**config.mk**
```make
export PLATFORM = sky130hd
export DESIGN_NAME = cia_bus
export DESIGN_NICKNAME = d
export VERILOG_FILES = /design/src/rtl/cia_pkg.sv /design/src/rtl/cia_edge.sv /design/src/rtl/cia_bus.sv
export SDC_FILE = /design/constraint.sdc
export NUM_CORES = 1
export LEC_CHECK = 0
export ABC_CLOCK_PERIOD_IN_PS = 3300
export CAP_MARGIN = 20
export CORE_MARGIN = 5
export CORE_UTILIZATION = 45
export CTS_CLUSTER_SIZE = 14
export DETAILED_ROUTE_END_ITERATION = 10
export DONT_BUFFER_PORTS = 1
export HOLD_SLACK_MARGIN = 0.08
export MAX_ROUTING_LAYER = met4
export PLACE_DENSITY = 0.57
export SLEW_MARGIN = 20
export SYNTH_ARGS = -nofsm -noshare
export SYNTH_HDL_FRONTEND = slang
export SYNTH_SLANG_ARGS = --single-unit
```
**constraint.sdc**
```tcl
create_clock -name clk -period 3.3 [get_ports clk]
set_input_delay 0.66 -clock clk [delete_from_list [all_inputs] [get_ports clk]]
set_output_delay 0.66 -clock clk [all_outputs]
set_load 0.01 [all_outputs]
```
**src/rtl/cia_pkg.sv**
```systemverilog
// Shared CIA types: pad-stage bus sample, register-interface strobe bundle
// and the default phi2 watchdog length.
package cia;

    localparam int CIA_WDOG_DEFAULT = 255;

    typedef struct packed {
        logic       phi2;
        logic       res_n;
        logic       cs_n;
        logic       r_w_n;
        logic [3:0] addr;
        logic [7:0] data;
    } bus_i_t;

    typedef struct packed {
        logic       we;
        logic       re;
        logic [3:0] addr;
        logic [7:0] wdata;
    } reg_strobe_t;

endpackage

```
**src/rtl/cia_edge.sv**
```systemverilog
// Edge detector for an already-synchronized 1-bit signal: one-cycle rise/fall ticks.
// Ticks are forced low while rst is high so no edge is reported out of reset.
module cia_edge (
    input  logic clk,
    input  logic rst,
    input  logic sig,
    output logic sig_q,
    output logic rise,
    output logic fall
);

    logic sig_d;

    assign sig_d = sig;

    always_ff @(posedge clk or posedge rst) begin
        if (rst) begin
            sig_q <= 1'b0;
        end else begin
            sig_q <= sig_d;
        end
    end

    assign rise = ~rst & ~sig_q & sig;
    assign fall = ~rst & sig_q & ~sig;

endmodule

```
**src/rtl/cia_bus.sv**
```systemverilog
// CIA bus interface: phi2 edge ticks, register access strobes, phi1-aligned chip reset.
// Optional phi2 watchdog is compiled in with CIA_PHI2_WATCHDOG_EN.
module cia_bus
    import cia::*;
#(
    parameter int WDOG_CYCLES = CIA_WDOG_DEFAULT
) (
    input  logic       clk,
    input  logic       rst,
    input  bus_i_t     bus_i,
    input  logic [7:0] rdata,
    output logic [7:0] data_out,
    output logic [3:0] reg_addr,
    output logic [7:0] reg_wdata,
    output logic       reg_we,
    output logic       reg_re,
    output logic       phi2_rise,
    output logic       phi2_fall,
    output logic       cia_res,
    output logic       phi2_lost
);

    localparam logic [7:0] WDOG_LIMIT = 8'(WDOG_CYCLES);

    logic        phi2_q;
    reg_strobe_t strobe_q, strobe_d;
    logic [7:0]  data_out_q, data_out_d;
    logic        cia_res_q, cia_res_d;
    logic        cs_n_hold_q, cs_n_hold_d;
    logic        r_w_n_hold_q, r_w_n_hold_d;
    logic        access;

    cia_edge u_phi2_edge (
        .clk  (clk),
        .rst  (rst),
        .sig  (bus_i.phi2),
        .sig_q(phi2_q),
        .rise (phi2_rise),
        .fall (phi2_fall)
    );

    // Select/direction are taken only from phi2-high samples, so a chip select
    // that appears during phi1 alone never qualifies an access.
    assign access = phi2_fall & ~cs_n_hold_q & ~cia_res_q & bus_i.res_n;

    always_comb begin
        strobe_d     = strobe_q;
        strobe_d.we  = 1'b0;
        strobe_d.re  = 1'b0;
        data_out_d   = data_out_q;
        cs_n_hold_d  = cs_n_hold_q;
        r_w_n_hold_d = r_w_n_hold_q;
        cia_res_d    = cia_res_q;

        if (phi2_q) begin
            strobe_d.addr = bus_i.addr;
            data_out_d    = rdata;
        end
        if (bus_i.phi2) begin
            cs_n_hold_d  = bus_i.cs_n;
            r_w_n_hold_d = bus_i.r_w_n;
        end
        if (access) begin
            strobe_d.we = ~r_w_n_hold_q;
            strobe_d.re = r_w_n_hold_q;
            if (!r_w_n_hold_q) begin
                strobe_d.wdata = bus_i.data;
            end
        end
        // Release only on a phi2 fall so the chip leaves reset aligned to phi1.
        if (!bus_i.res_n) begin
            cia_res_d = 1'b1;
        end else if (phi2_fall) begin
            cia_res_d = 1'b0;
        end
    end

    always_ff @(posedge clk or posedge rst) begin
        if (rst) begin
            strobe_q     <= '0;
            data_out_q   <= 8'h00;
            cs_n_hold_q  <= 1'b1;
            r_w_n_hold_q <= 1'b1;
            cia_res_q    <= 1'b1;
        end else begin
            strobe_q     <= strobe_d;
            data_out_q   <= data_out_d;
            cs_n_hold_q  <= cs_n_hold_d;
            r_w_n_hold_q <= r_w_n_hold_d;
            cia_res_q    <= cia_res_d;
        end
    end

    assign data_out  = data_out_q;
    assign reg_addr  = strobe_q.addr;
    assign reg_wdata = strobe_q.wdata;
    assign reg_we    = strobe_q.we;
    assign reg_re    = strobe_q.re;
    assign cia_res   = cia_res_q;

`ifdef CIA_PHI2_WATCHDOG_EN
    logic [7:0] wdog_q, wdog_d;

    always_comb begin
        wdog_d = wdog_q;
        if (phi2_rise || phi2_fall) begin
            wdog_d = 8'h00;
        end else if (wdog_q != WDOG_LIMIT) begin
            wdog_d = wdog_q + 8'd1;
        end
    end

    always_ff @(posedge clk or posedge rst) begin
        if (rst) begin
            wdog_q <= 8'h00;
        end else begin
            wdog_q <= wdog_d;
        end
    end

    assign phi2_lost = (wdog_q == WDOG_LIMIT);
`else
    logic wdog_unused;
    assign wdog_unused = ^WDOG_LIMIT;
    assign phi2_lost   = 1'b0;
`endif

endmodule

```
; ---- After elaboration in Yosys (flattened, before gate mapping)
; Index checks and enable logic that the tools add are counted.
; W data, S select, Z words.
[op_classes]
muxes = 3
n_eq_ne = 1
n_bitwise = 13
n_reduce_logical = 1
[ops]
columns = cell, count
row1 = $and A1 B1 Y1, 7
row2 = $not A1 Y1, 6
row3 = $mux W1, 2
row4 = $mux W2, 1
row5 = $ne A2 B1 Y1 const B, 1
row6 = $reduce_and A2 Y1, 1
[word_totals]
regBits = 26
output_inout_bits = 26
wordCells = 27
input_bits = 26

; ---- Logic depth before layout (Yosys ltp)
[logic_depth]
depth_word = 7
mapped_depth = 4

; ---- Modules after synthesis
; Synthesis repeated with hierarchy kept, for this count alone.
[unflattened]
cells_unflattened = 62
hier_area_um2 = 1002.2
[modules_own_cells]
columns = mod, seq_area_each_um2, instances, area_per_inst_um2, cells_per_inst
row1 = cia_bus, 629.4, 1, 958.4, 58
row2 = cia_edge, 25.0, 1, 43.8, 4

; ---- Worst setup path after synthesis
; OpenSTA, ideal clock, no wires.
[synth_timing]
path_kind = input to register
from = input port bus_i[15] in the netlist's numbering
to = register strobe_q, in the netlist reg_wdata[0]
n_path_buf = 1
slack_ns = 1.230
arrival_ns = 1.945
stages = 4
setup_time_ns = 0.125
cell_sequence = or3b_1 -> buf_2 -> nor4_4 -> mux2_2
[synth_between]
elab_chain_cells = 6
[synth_rtl]
columns = element, line
row1 = from (decl), cia_bus.sv:10  ; input bus_i_t bus_i,
row2 = $not A1 Y1, cia_edge.sv:25  ; assign fall = ~rst & sig_q & ~sig;
row3 = $and A1 B1 Y1, cia_edge.sv:25
row4 = $and A1 B1 Y1 (3 in series), cia_bus.sv:44  ; assign access = phi2_fall & ~cs_n_hold_q & ~cia_res_q & bus_i.res_n;
row5 = $reduce_and A2 Y1 (no line), -
row6 = to (signal assigned), cia_bus.sv:86  ; strobe_q <= strobe_d;
row7 = to (decl), cia_bus.sv:26  ; reg_strobe_t strobe_q, strobe_d;
; Every way passes these cells.
; A chain may end at the register's enable or synchronous reset.

; ---- Worst setup path after layout
[layout_timing]
from = register u_phi2_edge.sig_q
to = output port phi2_fall
[layout_between]
elab_chain_cells = 2
[layout_rtl]
columns = element, line
row1 = from (decl), cia_edge.sv:7  ; output logic sig_q,
row2 = from (signal assigned), cia_edge.sv:20  ; sig_q <= sig_d;
row3 = $and A1 B1 Y1 (2 in series), cia_edge.sv:25
row4 = to (decl), cia_bus.sv:18  ; output logic phi2_fall,
; Every way passes these cells.

==> impl_results.md <==
- CTS Hold Buffers Added: 0
- Num ports: 52
- WP data arrival: 1.64 ns
- Die X: 57.19 um
- Global-route wire length before repair: 2539 um
- Power per cell area: 538.1 nW/um2
- Area contributors post-synth: dfrtp_1 (57%), mux2_2 (25%), dfstp_2 (7.9%)
- TritonCTS clock tree: built
- Ratio of cells with drive above 1 in the final layout: 0.4688
- Cell-internal power: 435.7 uW
- Synth top area share: 0.5743
- Initial DRT Pass Iterations: 3
- Syn_nets: 89
- Max-cap check violation count: 0
- Worst-Margin Slew: 0.8690 ns
- Core Box Area: 2170 um2
- Largest net degree at the start of global routing: 27
- VDD IR max: 0.0002530 V
- Starting Density: 0.4619
- Final Instance Area: 1057 um2
- Worst path slowest cell: dfrtp_1
- Crit-path max FO: 14
- Placed inst area: 1021 um2
- CP max stage delay: 0.68 ns
- Placer congestion estimate: 0.6016
- Mapped Cells: 63
- Top delay family on crit path: flip-flops
- DRC viols: 0
- Nets: 91
- Min-Delay Path Class: in -> async
- Sequential power share: 0.663
- Clock root buffer: clkbuf_4
- Post-CTS resize count: 0
- Comb pwr share: 0.065
- Final worst-path cycle share: 0.6981
- Slew margin rel.: 0.4171
- EDFF count, synth: 0
- Critical Path, Cell by Cell: or3b_1 > inv_1
- Number of diodes: 0
- Multi-input logic area: 324.1 um2
- Final setup TNS: 0 ns
- Reg2reg path depth: 3
- Die Area: 3271 um2
- CTS sink cnt: 26
- Clk pwr share: 0.272
- Lkg Pwr: 0.0004736 uW
- Critical Path RT: 2.64 ns
- Final Hold Fails: 0
- RSZ-0062 raised after global routing: no
- #FFs+latches synth: 26
- Overflow after GRT: 0
- Row cnt: 17
- Maximum clock insertion buffer count: 2
- Net Sw Frac: 0.2340
- WL per Instance: 17.02 um
- Critical path startpoint category: flop
- Layout area overhead: 5.493%
- Htree depth: 1
- Filler cell count: 194
- Crit path buffers/inverters: 1
- Top post-synthesis cells by count: dfrtp_1 (23), mux2_2 (22), dfstp_2 (3)
- Most frequent cell after synthesis: dfrtp_1
- Power, Total: 568.9 uW
- FF/Latch Area: 654.4 um2
- Number of DRC markers in iteration 0: 12
- Top cell type by total area after synthesis: dfrtp_1
- Skew final: 0.001174 ns
- Tmin final: 2.304 ns
- Die Y: 57.19 um
- Critical path class: reg -> out
- Syn_area_per_cell: 15.91 um2
- Worst hold margin: 0.2919 ns
- Post-synthesis async set-or-reset flop share: 1.000
- Total number of vias: 483
- Clock slew seen by the registers of the worst setup and hold paths: 0.13 ns
- FMAX: 434.1 MHz
- Total CTS buffers: 3
- Post-synthesis cell type count: 15
- Post-route ant nets: 0
- Max Slew Vio Count: 0
- Switching power: 133.1 uW
- Post-CTS setup repair buffer count: 0
- Initial antenna violation count: 0
- Ys flop type: dfrtp_1
- CP Capture Type: output port
- Vias in the first global route: 543
- Tot GR Track Use: 0.1038
- Vias/cell: 5.250
- Port-buffer cells: 0
- Yosys warns: 0
- Mapped cell area: 1002 um2
- Worst skew pair latency: 0.31 ns
- Crit path depth: 2
- # setup viols final: 0
- Status: complete, no violations
- Sequential area share after synthesis: 0.6529
- Final wirelength: 1566 um
==> area by class of cell <==
class | instances | area share
sequential | 26 | 0.6189
multi-input combinational | 32 | 0.3065
clock buffer | 4 | 0.03432
tap | 28 | 0.03314
inverter | 2 | 0.007101
==> sequential cells by signal, summed over array words and instances (netlist names) <==
register and flops:
reg_wdata 8, data_out 8, reg_addr 4, u_phi2_edge.sig_q 1, r_w_n_hold_q 1, reg_we 1
reg_re 1, cs_n_hold_q 1, cia_res 1
==> logic make-up after synthesis <==
family	synth area share
AND/OR/NAND/NOR	0.07242
multiplexers	0.2472
flip-flops	0.6529
buffers and inverters	0.02372
other	0.003742
==> metrics by stage <==
step	utilization	setup slack (ns)	instances
finish	0.4873	0.9963	92
global route	0.4873	0.8703	92
CTS	0.4873	0.9405	92
detailed placement	0.4706	1.076	88
global placement	0.4706	1.103	88
floorplan	-	1.230	63
==> cell usage in the layout, fill, tap and decap left out <==
cell type	synthesis	layout
mux2_2	22	22
clkbuf_8	0	1
or3b_1	1	1
dfstp_2	3	3
nor4_1	1	1
conb_1	1	1
clkbuf_4	0	3
nor3b_1	1	1
nor4b_1	1	1
dfrtp_1	23	23
inv_1	2	1
nand2b_1	2	2
nand2_1	2	2
nor4_4	1	1
clkinv_1	0	1
==> worst paths after layout <==
check | startpoint | endpoint | slack (ns)
hold reg to reg | cia_res | cia_res | 0.53
setup / recovery | u_phi2_edge.sig_q | phi2_fall | 1.0
max in group asynchronous | rst | reg_wdata[0] | 2.60
hold / removal | rst | u_phi2_edge.sig_q | 0.29
min in group clk | bus_i[15] | u_phi2_edge.sig_q | 0.36
setup reg to reg | u_phi2_edge.sig_q | reg_wdata[1] | 1.12
==> layer usage <==
metal,wire (um),global-route usage,vias to the layer above
met5,0,-,-
met4,17,0.04967,0
met3,175,0.03846,2
met2,737,0.1517,28
met1,636,0.1264,236
li1,-,-,217
==> power by group through the flow <==
stage | Combinational [uW] | Clock [uW] | Sequential [uW]
finish | 36.7 | 155 | 377
global route | 41.9 | 183 | 382
CTS | 37.7 | 165 | 378
detailed placement | 37.9 | 0 | 384
global placement | 36.6 | 0 | 384
floorplan | 36.9 | 0 | 377
Power figures use the tool's default switching activity.
